$ cat src/rtl/fe_pipe_ctrl_if.sv
// Request/strobe bundle between the IFU stages, backend flush source and fe_pipe_ctrl.
// master drives requests and samples strobes; slave is the controller side.
interface fe_pipe_ctrl_if #(
    parameter int NUM_STAGES = 8,
    parameter int CNT_W      = 32
);
    logic                  bkd_flush_i;
    logic [NUM_STAGES-1:0] stage_pause_req_i;
    logic [NUM_STAGES-1:0] stage_flush_req_i;
    logic                  perf_clr_i;
    logic [NUM_STAGES-1:0] stage_pause_o;
    logic [NUM_STAGES-1:0] stage_flush_o;
    logic                  flush_busy_o;
    logic [CNT_W-1:0]      pause_cycles_o;
    logic [CNT_W-1:0]      flush_events_o;

    modport master (
        output bkd_flush_i, stage_pause_req_i, stage_flush_req_i, perf_clr_i,
        input  stage_pause_o, stage_flush_o, flush_busy_o, pause_cycles_o, flush_events_o
    );

    modport slave (
        input  bkd_flush_i, stage_pause_req_i, stage_flush_req_i, perf_clr_i,
        output stage_pause_o, stage_flush_o, flush_busy_o, pause_cycles_o, flush_events_o
    );
endinterface

$ cat src/rtl/fe_pipe_ctrl.sv
// Front-end pipeline pause/flush control; pause and immediate flush are zero-cycle combinational,
// backend flush to delayed stages lags BKD_DELAY cycles. No backpressure: strobes are pure outputs.
module fe_pipe_ctrl #(
    parameter int                    NUM_STAGES   = 8,
    parameter int                    FLUSH_HOLD   = 2,
    parameter int                    BKD_DELAY    = 1,
    parameter logic [NUM_STAGES-1:0] DELAYED_MASK = NUM_STAGES'(8'b0000_0011),
    parameter int                    CNT_W        = 32
) (
    input  logic          clk,
    input  logic          rst_n,
    fe_pipe_ctrl_if.slave bus
);
    localparam int CMAX     = (FLUSH_HOLD > BKD_DELAY) ? FLUSH_HOLD : BKD_DELAY;
    localparam int CNT_BITS = (CMAX < 2) ? 1 : $clog2(CMAX + 1);

    typedef enum logic [1:0] {RUN, LFLUSH, BFLUSH} state_t;

    state_t                state, state_n;
    logic [CNT_BITS-1:0]   cnt, cnt_n;
    logic [NUM_STAGES-1:0] hold_mask, hold_mask_n;
    logic [BKD_DELAY-1:0]  dly_sr;
    logic [NUM_STAGES-1:0] flush, pause, up_flush_req, up_pause_req;
    logic                  local_acc, dly_flush;
    logic [CNT_W-1:0]      pause_cnt, event_cnt;

    // Bit i is set when any stage downstream of i (higher index) asserts its bit.
    function automatic logic [NUM_STAGES-1:0] up_mask(input logic [NUM_STAGES-1:0] v);
        logic [NUM_STAGES-1:0] r;
        r = '0;
        for (int i = NUM_STAGES - 2; i >= 0; i--) begin
            r[i] = r[i+1] | v[i+1];
        end
        return r;
    endfunction

    assign up_flush_req = up_mask(bus.stage_flush_req_i);
    assign up_pause_req = up_mask(bus.stage_pause_req_i);
    assign dly_flush    = dly_sr[BKD_DELAY-1];
    assign local_acc    = (|bus.stage_flush_req_i) & ~bus.bkd_flush_i & (state != BFLUSH);

    always_comb begin
        flush = '0;
        if (bus.bkd_flush_i) flush = flush | ~DELAYED_MASK;
        if (dly_flush)       flush = flush | DELAYED_MASK;
        if (local_acc)       flush = flush | up_flush_req;
        if (state == LFLUSH) flush = flush | hold_mask;
        pause = up_pause_req & ~flush;
    end

    always_comb begin
        state_n     = state;
        cnt_n       = cnt;
        hold_mask_n = hold_mask;
        case (state)
            RUN: begin
                if (bus.bkd_flush_i) begin
                    state_n = BFLUSH;
                    cnt_n   = CNT_BITS'(BKD_DELAY);
                end else if (local_acc && (FLUSH_HOLD > 1)) begin
                    state_n     = LFLUSH;
                    cnt_n       = CNT_BITS'(FLUSH_HOLD - 1);
                    hold_mask_n = up_flush_req;
                end
            end
            LFLUSH: begin
                if (bus.bkd_flush_i) begin
                    state_n     = BFLUSH;
                    cnt_n       = CNT_BITS'(BKD_DELAY);
                    hold_mask_n = '0;
                end else if (local_acc) begin
                    // A new redirect restarts the hold and widens the flushed set.
                    cnt_n       = CNT_BITS'(FLUSH_HOLD - 1);
                    hold_mask_n = hold_mask | up_flush_req;
                end else if (cnt == CNT_BITS'(1)) begin
                    state_n     = RUN;
                    cnt_n       = '0;
                    hold_mask_n = '0;
                end else begin
                    cnt_n = cnt - CNT_BITS'(1);
                end
            end
            BFLUSH: begin
                if (bus.bkd_flush_i) begin
                    cnt_n = CNT_BITS'(BKD_DELAY);
                end else if (cnt == CNT_BITS'(1)) begin
                    state_n = RUN;
                    cnt_n   = '0;
                end else begin
                    cnt_n = cnt - CNT_BITS'(1);
                end
            end
            default: begin
                state_n     = RUN;
                cnt_n       = '0;
                hold_mask_n = '0;
            end
        endcase
    end

    always_ff @(posedge clk or negedge rst_n) begin
        if (!rst_n) begin
            state     <= RUN;
            cnt       <= '0;
            hold_mask <= '0;
            dly_sr    <= '0;
        end else begin
            state     <= state_n;
            cnt       <= cnt_n;
            hold_mask <= hold_mask_n;
            dly_sr[0] <= bus.bkd_flush_i;
            for (int i = 1; i < BKD_DELAY; i++) begin
                dly_sr[i] <= dly_sr[i-1];
            end
        end
    end

    always_ff @(posedge clk or negedge rst_n) begin
        if (!rst_n) begin
            pause_cnt <= '0;
            event_cnt <= '0;
        end else begin
            if (bus.perf_clr_i)
                pause_cnt <= '0;
            else if ((|bus.stage_pause_req_i) && (flush == '0) && !(&pause_cnt))
                pause_cnt <= pause_cnt + CNT_W'(1);

            if (bus.perf_clr_i)
                event_cnt <= '0;
            else if ((bus.bkd_flush_i || local_acc) && !(&event_cnt))
                event_cnt <= event_cnt + CNT_W'(1);
        end
    end

    assign bus.stage_flush_o  = flush;
    assign bus.stage_pause_o  = pause;
    assign bus.flush_busy_o   = (state != RUN);
    assign bus.pause_cycles_o = pause_cnt;
    assign bus.flush_events_o = event_cnt;
endmodule

$ cat src/flat_wrapper.sv
// flat-port wrapper written by rule: the top's interface ports become plain ports
module fe_pipe_ctrl_flat 
#(
    parameter int                    NUM_STAGES   = 8,
    parameter int                    FLUSH_HOLD   = 2,
    parameter int                    BKD_DELAY    = 1,
    parameter logic [NUM_STAGES-1:0] DELAYED_MASK = NUM_STAGES'(8'b0000_0011),
    parameter int                    CNT_W        = 32
)
  (clk, rst_n, bus_bkd_flush_i, bus_stage_pause_req_i, bus_stage_flush_req_i, bus_perf_clr_i, bus_stage_pause_o, bus_stage_flush_o, bus_flush_busy_o, bus_pause_cycles_o, bus_flush_events_o);
  fe_pipe_ctrl_if #(.NUM_STAGES(NUM_STAGES), .CNT_W(CNT_W)) bus_i ();
  input  logic clk;
  input  logic rst_n;
  input wire logic [$bits(bus_i.bkd_flush_i)-1:0] bus_bkd_flush_i;
  input wire logic [$bits(bus_i.stage_pause_req_i)-1:0] bus_stage_pause_req_i;
  input wire logic [$bits(bus_i.stage_flush_req_i)-1:0] bus_stage_flush_req_i;
  input wire logic [$bits(bus_i.perf_clr_i)-1:0] bus_perf_clr_i;
  output wire logic [$bits(bus_i.stage_pause_o)-1:0] bus_stage_pause_o;
  output wire logic [$bits(bus_i.stage_flush_o)-1:0] bus_stage_flush_o;
  output wire logic [$bits(bus_i.flush_busy_o)-1:0] bus_flush_busy_o;
  output wire logic [$bits(bus_i.pause_cycles_o)-1:0] bus_pause_cycles_o;
  output wire logic [$bits(bus_i.flush_events_o)-1:0] bus_flush_events_o;
  assign bus_i.bkd_flush_i = bus_bkd_flush_i;
  assign bus_i.stage_pause_req_i = bus_stage_pause_req_i;
  assign bus_i.stage_flush_req_i = bus_stage_flush_req_i;
  assign bus_i.perf_clr_i = bus_perf_clr_i;
  assign bus_stage_pause_o = bus_i.stage_pause_o;
  assign bus_stage_flush_o = bus_i.stage_flush_o;
  assign bus_flush_busy_o = bus_i.flush_busy_o;
  assign bus_pause_cycles_o = bus_i.pause_cycles_o;
  assign bus_flush_events_o = bus_i.flush_events_o;
  fe_pipe_ctrl #(.NUM_STAGES(NUM_STAGES), .FLUSH_HOLD(FLUSH_HOLD), .BKD_DELAY(BKD_DELAY), .DELAYED_MASK(DELAYED_MASK), .CNT_W(CNT_W)) u_core (.clk(clk), .rst_n(rst_n), .bus(bus_i));
endmodule
$ cat config.mk
export PLATFORM = sky130hd
export DESIGN_NAME = fe_pipe_ctrl_flat
export DESIGN_NICKNAME = d
export VERILOG_FILES = /design/src/rtl/fe_pipe_ctrl_if.sv /design/src/rtl/fe_pipe_ctrl.sv /design/src/flat_wrapper.sv
export SDC_FILE = /design/constraint.sdc
export NUM_CORES = 1
export LEC_CHECK = 0
export ABC_CLOCK_PERIOD_IN_PS = 3150
export BUFFER_PORTS_ARGS = -buffer_cell sky130_fd_sc_hd__buf_2
export CAP_MARGIN = 20
export CORE_MARGIN = 2
export CORE_UTILIZATION = 25
export DETAILED_ROUTE_END_ITERATION = 6
export GPL_ROUTABILITY_DRIVEN = 0
export GPL_TIMING_DRIVEN = 0
export MAX_ROUTING_LAYER = met4
export PLACE_DENSITY_LB_ADDON = 0.08
export SETUP_SLACK_MARGIN = 0.3
export SLEW_MARGIN = 20
export SYNTH_ARGS = -nofsm -noshare
export SYNTH_HDL_FRONTEND = slang
export SYNTH_SLANG_ARGS = --single-unit
$ cat constraint.sdc
create_clock -name clk -period 3.15 [get_ports clk]
set_input_delay 0.63 -clock clk [delete_from_list [all_inputs] [get_ports clk]]
set_output_delay 0.63 -clock clk [all_outputs]
set_load 0.03 [all_outputs]
==> flow_metrics.py, run 1 <==
metrics = {
    "clock_network": {
        "hold_buffers": 0,
        "path_clk_slew_ps": 60,
        "clkLatencyLatePin_ps": 340,
        "ctsRootBufferMaster": "clkbuf_16",
        "cts_tree": "built",
        "clockBufferDepth": 2,
        "htree_levels": 3,
        "cts_inserted_buffers": 9,
        "clock-sinks": 76,
    },
    "routing": {
        "drtAntennaViolNets": 0,
        "drc_errors": 0,
        "drt_iter0_drc": 263,
        "drt_first_pass_iters": 4,
        "wl_per_cell_um": 16.71,
        "finalWirelength_um": 13920,
        "dr_total_vias": 4165,
        "vias_per_cell": 5.000,
    },
    "timing": {
        "relSlewSlack_pct": 43.36,
        "clock_skew_ps": 11.04,
        "hold_viol": 0,
        "final-setup-viol-count": 0,
        "fmax_mhz": 368.1,
        "min_period_ps": 2716,
        "fin_crit_sh_pct": 86.24,
        "rsz0062_at_grt": "no",
        "drv_slew": 0,
        "final.setup.tns_ps": 0,
        "tightest_slew_ps": 849.6,
    },
    "global_route": {
        "grt_pass1_wl_um": 22150,
        "grt_pass1_vias": 4076,
        "grt_max_degree": 48,
        "grt-ovfl-total": 0,
        "antenna_found_initial": 0,
        "track_usage_pct": 15.87,
    },
    "critical_path": {
        "critical_path_arrival_ps": 2940,
        "r2r_start": "u_core.bus.pause_cycles_o[3]",
        "setup.worst_path.class": "input pin to register",
        "worstSetupStartpointType": "input pin",
        "cp_max_fo": 10,
        "worstSetupEndpointType": "register",
        "critPathLaunch": "bus_stage_flush_req_i[6]",
        "crit_required_ps": 3370,
    },
    "synthesis": {
        "yosys.area.top_type_share_pct": 43.63,
        "ys_types": 49,
        "synth_ff_type": "dfrtp_1",
        "synth_edf_count": 0,
        "synthCells": 490,
        "synth_seq_cells": 76,
        "synth-xor-area-share_pct": 6.028,
        "ys_top_cells_by_area": "dfrtp_1 (44%), nor2_1 (6.0%), a21oi_1 (4.0%), nand4_1 (3.7%), or4_1 (3.6%)",
        "yosysWarnings": 0,
        "synth_compound_area_share_pct": 12.54,
        "async_flop_share_pct": 100.0,
        "synthMuxAreaShare_pct": 3.042,
        "seq_area_frac_synth_pct": 43.63,
        "yosys.area_share.simple_pct": 29.85,
        "synth_top_area_cell": "dfrtp_1",
        "synth.avg_cell_area_um2": 8.896,
        "synthAdderAreaFrac_pct": 0.8611,
        "synth_area_um2": 4359,
        "synth_top_family_by_area": "simple AND/OR/NAND/NOR gates",
        "synthesis.nets": 513,
    },
    "place": {
        "dp_hpwl_um": 9893,
        "io_buffers": 99,
        "place_area_um2": 5162,
    },
    "final_layout": {
        "drive_gt1_share_pct": 23.19,
        "final_area_um2": 5568,
        "final_common_cell": "buf_2",
        "most-common-layout-cells": "buf_2 (104), dfrtp_1 (76), nor2_1 (70)",
        "final_core_util_pct": 32.42,
        "diodes": 0,
        "final_nets": 626,
        "areaGrowthSynthToFinish_pct": 27.73,
    },
    "power": {
        "power.density_nw_per_um2": 462.2,
        "vdd_ir_drop_max_v": 0.0002620,
        "leakage_nw": 2.400,
    },
    "die": {
        "die_w_um": 136.1,
        "dieArea_um2": 18510,
        "ios": 101,
        "core_um2": 17180,
        "start_util_pct": 25.38,
        "chipHeight_um": 136.1,
        "rows": 48,
    },
    "hold_path": {
        "hp-class": "input pin to async pin",
    },
    "run_status": {
        "outcome": "completed",
    },
    "run": {
        "drv_cap": 0,
    },
}
==> synthesized netlist by cell type, drive strengths merged (4+ instances only) <==
master / instances
xnor2: 15
nor2b: 14
clkbuf: 19
and3: 8
nor3: 15
nor2: 70
xor2: 15
mux2: 10
or4: 21
o21ai: 12
buf: 8
dfrtp: 76
inv: 15
nand3: 29
o31ai: 18
or3: 4
nand2: 24
nor4b: 4
a21oi: 35
nand4: 26
nor4: 17
==> layer usage <==
metal	GRT usage, %	wire [um]	vias up
met4	6.076	285	0
met2	24.04	6271	117
met5	-	0	-
met1	20.78	6667	1994
met3	3.356	693	25
li1	-	-	2029
==> report_power, final <==
| part | internal, mW | switching [mW] |
|---|---|---|
| logic | 0.107 | 0.225 |
| registers | 1.01 | 0.0321 |
| clock network | 0.761 | 0.437 |
| total | 1.88 | 0.694 |
==> per-stage QoR <==
stage | setup WS [ps] | power, mW | cells | hold slack, ps
after floorplan | 421.4 | 1.262 | 490 | 334.4
after global placement | -118.7 | 1.382 | 814 | 479.7
after detailed placement | -117.2 | 1.392 | 815 | 486.0
after CTS | 282.6 | 2.609 | 833 | 345.4
after global routing | 300.5 | 2.700 | 833 | 361.0
final | 433.6 | 2.573 | 833 | 309.9
==> sequential cells by signal, indices dropped and copies added, names as in the netlist <==
name	count
u_core.state	2
u_core.bus.flush_events_o	32
u_core.hold_mask	7
u_core.dly_flush	1
u_core.bus.pause_cycles_o	32
u_core.cnt	2
==> critical path, cell delays in order <==
cell and delay, ps:
buf_2 120, nor4_4 390, nand2b_2 170, a2111oi_4 390, nand4b_1 220, buf_2 260
nor4_1 380, mux2_1 360
==> cells by family (layout without fill, tap and decap cells) <==
family,after synthesis,count (layout)
DFF,76,76
other,1,1
xor gates and xnor gates,30,30
adders and majority gates,3,3
muxes,12,12
buffers and inverters,42,160
and+or+nand+nor,243,243
AOI/OAI and AO/OA,83,83
==> final cells by class <==
class | count | area (um^2)
buffer | 27 | 118.9
clock buffer | 13 | 270.3
fill | 1839 | 11610
clock inverter | 3 | 67.56
tap | 225 | 281.5
sequential | 76 | 1902
inverter | 15 | 56.30
timing repair buffer | 102 | 533.0
multi-input combinational | 372 | 2338
==> repair_timing <==
item,4_1_cts,5_1_grt
pin swaps,1,0
setup buffers,2,0
endpoints found under the setup margin,20,43
gates resized for setup,4,8
==> worst paths after layout <==
check | to | slack, ps | cells after the start
setup / recovery | u_core.bus.pause_cycles_o[24] | 430 | 8
hold / removal | u_core.bus.flush_events_o[9] | 310 | 1
setup reg to reg | u_core.bus.pause_cycles_o[24] | 450 | 8
hold reg to reg | u_core.hold_mask[6] | 500 | 1
max in group asynchronous | u_core.cnt[0] | 2210 | 2
min in group clk | u_core.hold_mask[6] | 500 | 1
Power figures use the tool's default switching activity.
==> run 2: changes to the inputs <==
ABC_AREA = 1   (was not set)
CORE_UTILIZATION = 35   (was 25)
==> flow_metrics.py, run 2 <==
metrics = {
    "global_route": {
        "grt_pass1_vias": 5229,
        "grt_pass1_wl_um": 27440,
        "grt-ovfl-total": 0,
        "track_usage_pct": 21.46,
        "grt_max_degree": 55,
        "antenna_found_initial": 0,
    },
    "synthesis": {
        "synth_top_area_cell": "dfrtp_1",
        "synth_compound_area_share_pct": 5.293,
        "synthCells": 852,
        "yosys.area.top_type_share_pct": 34.38,
        "synth_top_family_by_area": "simple AND/OR/NAND/NOR gates",
        "synth.most_common_cell": "nand2_1",
        "synth-xor-area-share_pct": 4.592,
        "synthesis.nets": 875,
        "synth_seq_cells": 76,
        "seq_area_frac_synth_pct": 34.38,
        "synth.avg_cell_area_um2": 6.492,
        "ys_types": 34,
        "yosysWarnings": 0,
        "synth_area_um2": 5532,
        "synth_edf_count": 0,
        "synthAdderAreaFrac_pct": 0.6786,
        "ys_top_cells_by_area": "dfrtp_1 (34%), nand2_1 (17%), nor2_1 (8.4%), inv_1 (8.2%), nand3_1 (5.3%)",
        "synth_common_cells": "nand2_1 (251), nor2_1 (124), inv_1 (121)",
        "synthMuxAreaShare_pct": 0,
        "synth_ff_type": "dfrtp_1",
        "yosys.area_share.simple_pct": 43.68,
        "async_flop_share_pct": 100.0,
    },
    "critical_path": {
        "crit_required_ps": 2520,
        "worstSetupStartpointType": "register",
        "critical_path_arrival_ps": 1810,
        "worstSetupEndpointType": "primary output",
        "critPathLaunch": "u_core.state[0]",
        "cp_max_fo": 9,
        "reg2regPathDepth": 12,
        "r2r_start": "u_core.bus.pause_cycles_o[0]",
        "setup.worst_path.class": "register to primary output",
    },
    "routing": {
        "drc_errors": 0,
        "vias_per_cell": 4.822,
        "wl_per_cell_um": 14.08,
        "drt_first_pass_iters": 5,
        "dr_total_vias": 5676,
        "finalWirelength_um": 16570,
        "drt_iter0_drc": 431,
        "drtAntennaViolNets": 0,
    },
    "power": {
        "vdd_ir_drop_max_v": 0.0002907,
        "power.density_nw_per_um2": 431.0,
        "leakage_nw": 3.379,
        "finalPower_mw": 2.838,
    },
    "timing": {
        "tightest_slew_ps": 665.2,
        "clock_skew_ps": 9.558,
        "drv_slew": 0,
        "final.setup.tns_ps": 0,
        "relSlewSlack_pct": 55.65,
        "final-setup-viol-count": 0,
        "fmax_mhz": 410.4,
        "hold_viol": 0,
        "fin_crit_sh_pct": 77.36,
        "rsz0062_at_grt": "no",
        "min_period_ps": 2437,
    },
    "clock_network": {
        "clock-sinks": 76,
        "cts_tree": "built",
        "cts_inserted_buffers": 9,
        "ctsResizeCount": 0,
        "htree_levels": 3,
        "postCtsSetupBuffers": 0,
        "hold_buffers": 0,
        "path_clk_slew_ps": 60,
        "clockBufferDepth": 2,
        "ctsRootBufferMaster": "clkbuf_16",
        "clkLatencyLatePin_ps": 350,
    },
    "run": {
        "drv_cap": 0,
    },
    "final_layout": {
        "final_nets": 985,
        "final_common_cell": "nand2_1",
        "diodes": 0,
        "most-common-layout-cells": "nand2_1 (251), nor2_1 (124), inv_1 (121)",
        "drive_gt1_share_pct": 16.77,
        "fin_cells": 1177,
        "areaGrowthSynthToFinish_pct": 19.05,
    },
    "die": {
        "die_w_um": 129.7,
        "start_util_pct": 36.12,
        "core_um2": 15310,
        "ios": 101,
        "chipHeight_um": 129.7,
        "rows": 45,
        "dieArea_um2": 16830,
    },
    "hold_path": {
        "hp-class": "input pin to async pin",
    },
    "run_status": {
        "outcome": "completed",
    },
    "place": {
        "io_buffers": 98,
        "place_inst": 1162,
        "dp_hpwl_um": 13130,
    },
}
==> run 2: cell types whose count changed after synthesis, sizes merged, moves of 14 or more <==
cell	previous run	this run
a21oi	35	21
nand4	26	47
or4	21	0
o21ai	12	32
nand3	29	70
nor2b	14	0
o31ai	18	1
nor4	17	2
inv	15	126
nor2	70	134
nand2	24	257
==> run 2: worst max-delay path, stage by stage, from the launching register on <==
cell and delay, ps:
dfrtp_1 370, buf_6 140, nor2_4 150, nor2_4 70, a21oi_1 280, inv_1 90
a31oi_1 150, buf_2 220
==> run 2: worst paths after layout <==
path                                                      end  slack, ps
worst max-delay path                     bus_stage_pause_o[1]        710
worst min-delay path            u_core.bus.flush_events_o[30]        180
worst max register to register  u_core.bus.pause_cycles_o[16]        850
worst min register to register            u_core.hold_mask[2]        510
max in group asynchronous       u_core.bus.pause_cycles_o[11]       2390
min in group clk                          u_core.hold_mask[2]        510
==> run 2: logic make-up (layout without fill, tap and decap cells) <==
group / after synthesis / count (layout)
buffers and inverters: 151 / 265
adder cells (fa/ha/maj): 3 / 3
flip-flops: 76 / 76
XOR/XNOR: 29 / 29
other: 1 / 1
AND/OR/NAND/NOR: 535 / 535
AO/OA/AOI/OAI: 57 / 57
==> run 2: per-stage QoR <==
| stage | instance area, um^2 | util (%) | hold slack, ps | setup slack (ps) |
|---|---|---|---|---|
| after floorplan | 5532 | - | 334.4 | 687.7 |
| after detailed placement | 6316 | 41.24 | 492.6 | 636.4 |
| final | 6585 | 43.00 | 181.9 | 713.2 |
| after CTS | 6585 | 43.00 | 184.7 | 686.5 |
| after global routing | 6585 | 43.00 | 198.3 | 583.3 |
| after global placement | 6286 | 41.05 | 495.3 | 621.5 |
==> run 2: power breakdown <==
part / switching (mW) / internal [mW] / leakage, nW
clock network: 0.421 / 0.550 / 0.131
logic: 0.554 / 0.222 / 2.21
registers: 0.0414 / 1.05 / 1.03
==> run 2: area by class of cell <==
class | instances | area [um^2]
fill | 1724 | 8730
multi-input combinational | 625 | 3004
sequential | 76 | 1902
clock buffer | 11 | 242.7
clock inverter | 4 | 26.28
inverter | 126 | 473.0
timing repair buffer | 99 | 520.5
tap | 211 | 264.0
buffer | 25 | 152.6
==> run 2: per-layer routing <==
metal | global-route usage (%) | wire length (um) | share of wire [%] | up-vias
met5 | - | 0 | 0 | -
met4 | 6.135 | 206 | 1.2 | 0
met3 | 2.993 | 961 | 5.8 | 12
met2 | 29.63 | 6794 | 41 | 166
met1 | 32.47 | 8609 | 52 | 2575
li1 | - | - | - | 2923
==> run 3: changes to the inputs <==
ABC_AREA = 0   (was 1)
ABC_CLOCK_PERIOD_IN_PS = 2300   (was 3150)
clock period = 2.3 ns   (was 3.15 ns; I/O delays follow)
==> flow_metrics.py, run 3 (synthesized netlist as in run 1, its figures left out) <==
metrics = {
    "run_status": {
        "outcome": "complete, but fails checks",
        "violations": "setup timing",
    },
    "routing": {
        "drt_first_pass_iters": 5,
        "wl_per_cell_um": 17.53,
        "dr_total_vias": 4601,
        "drt_iter0_drc": 244,
        "finalWirelength_um": 14710,
        "vias_per_cell": 5.484,
        "drtAntennaViolNets": 0,
        "drc_errors": 0,
    },
    "timing": {
        "min_period_ps": 2450,
        "whs_ps": 38.34,
        "rsz0062_at_grt": "yes",
        "final.setup.tns_ps": -2007,
        "relSlewSlack_pct": 45.51,
        "fin_crit_sh_pct": 106.5,
        "tightest_slew_ps": 817.3,
        "clock_skew_ps": 11.25,
        "fmax_mhz": 408.2,
        "drv_slew": 0,
        "setup_slack_ps": -149.6,
        "hold_viol": 0,
        "final-setup-viol-count": 25,
    },
    "die": {
        "ios": 101,
        "start_util_pct": 36.14,
        "rows": 40,
        "core_um2": 12060,
        "die_w_um": 115.6,
        "dieArea_um2": 13360,
        "chipHeight_um": 115.6,
    },
    "final_layout": {
        "seqCellArea_um2": 1938,
        "diodes": 0,
        "final_nets": 689,
        "multi_input_area_um2": 3014,
        "final_area_um2": 6940,
        "most-common-layout-cells": "buf_2 (84), nor2_1 (65), buf_4 (50)",
        "final_common_cell": "buf_2",
        "areaGrowthSynthToFinish_pct": 59.21,
        "drive_gt1_share_pct": 49.48,
        "fin_cells": 839,
        "final_core_util_pct": 57.54,
        "num-fill-cells": 1036,
    },
    "clock_network": {
        "cts_tree": "built",
        "clockBufferDepth": 2,
        "ctsRootBufferMaster": "clkbuf_16",
        "cts_inserted_buffers": 9,
        "clkLatencyLatePin_ps": 350,
        "clock-sinks": 76,
        "path_clk_slew_ps": 70,
        "hold_buffers": 0,
        "htree_levels": 3,
    },
    "critical_path": {
        "worstSetupStartpointType": "register",
        "cp_max_fo": 7,
        "setup.worst_path.class": "register to register",
        "critical_path_arrival_ps": 2720,
        "crit_required_ps": 2570,
        "worstSetupEndpointType": "register",
    },
    "place": {
        "io_buffers": 99,
        "place_inst": 758,
        "place_area_um2": 5323,
        "place_worst_setup_slack_ps": -650.3,
        "dp_hpwl_um": 9139,
    },
    "power": {
        "power.density_nw_per_um2": 536.2,
        "vdd_ir_drop_max_v": 0.0003416,
        "finalPower_mw": 3.721,
        "pwr-share-comb_pct": 19.0,
        "switching_share_pct": 28.08,
        "pwr-share-seq_pct": 38.6,
        "power.switching_mw": 1.045,
        "leakage_nw": 3.088,
        "clkPwrFrac_pct": 42.4,
        "p_int_mw": 2.676,
    },
    "global_route": {
        "grt_pass1_vias": 4352,
        "grt_pass1_wl_um": 22670,
        "grt_max_degree": 51,
        "grt-ovfl-total": 0,
        "antenna_found_initial": 0,
        "track_usage_pct": 22.56,
    },
    "run": {
        "drv_cap": 0,
    },
    "hold_path": {
        "hp-class": "input pin to async pin",
    },
}
[run 3: layout make-up]
class | instances | area share, %
Timing Repair Buffer | 164 | 17.00
Clock inverter | 6 | 1.262
Buffer | 27 | 3.101
Multi-Input combinational cell | 373 | 43.43
Inverter | 15 | 0.8112
Tap cell | 168 | 3.029
Sequential cell | 76 | 27.93
Clock buffer | 10 | 3.443
[run 3: final timing paths]
kind | endpoint | cells past startpoint | slack (ps) | startpoint
worst max register to register | u_core.bus.pause_cycles_o[30] | 9 | -150 | u_core.hold_mask[3]
max in group asynchronous | u_core.bus.flush_events_o[21] | 2 | 1630 | rst_n
min in group clk | u_core.dly_flush | 1 | 320 | bus_bkd_flush_i
worst min register to register | u_core.hold_mask[6] | 1 | 510 | u_core.hold_mask[6]
worst max-delay path | u_core.bus.pause_cycles_o[30] | 9 | -150 | u_core.hold_mask[3]
worst min-delay path | u_core.hold_mask[4] | 1 | 40 | rst_n
[run 3: power by group through the flow]
| stage | Sequential (mW) | Combinational (mW) | Clock, mW |
|---|---|---|---|
| final | 1.44 | 0.707 | 1.58 |
| after global routing | 1.44 | 0.756 | 1.67 |
| after CTS | 1.43 | 0.652 | 1.59 |
| after detailed placement | 1.46 | 0.474 | 0 |
| after global placement | 1.46 | 0.459 | 0 |
| after floorplan | 1.46 | 0.297 | 0 |
[run 3: worst max-delay path, cell delays in order (launching register included)]
cell and delay [ps]:
dfrtp_1 400, or4_1 520, o21a_1 190, o21ai_2 140, nand4b_1 120, buf_6 160, buf_12 140, buf_8 120
or4_4 410, a21oi_2 140
[run 3: what timing repair did]
action / in CTS / in global routing
gates cloned: 2 / 1
gates resized for setup: 118 / 76
pin swaps: 30 / 35
setup buffers: 40 / 22
endpoints found under the setup margin: 80 / 81
[run 3: routing by layer]
layer,global-route usage [%],up-vias,share of wire (%)
li1,-,2154,-
met1,29.30,2250,44
met2,34.42,161,48
met3,4.603,36,5.6
met4,9.317,0,2.7
met5,-,-,0
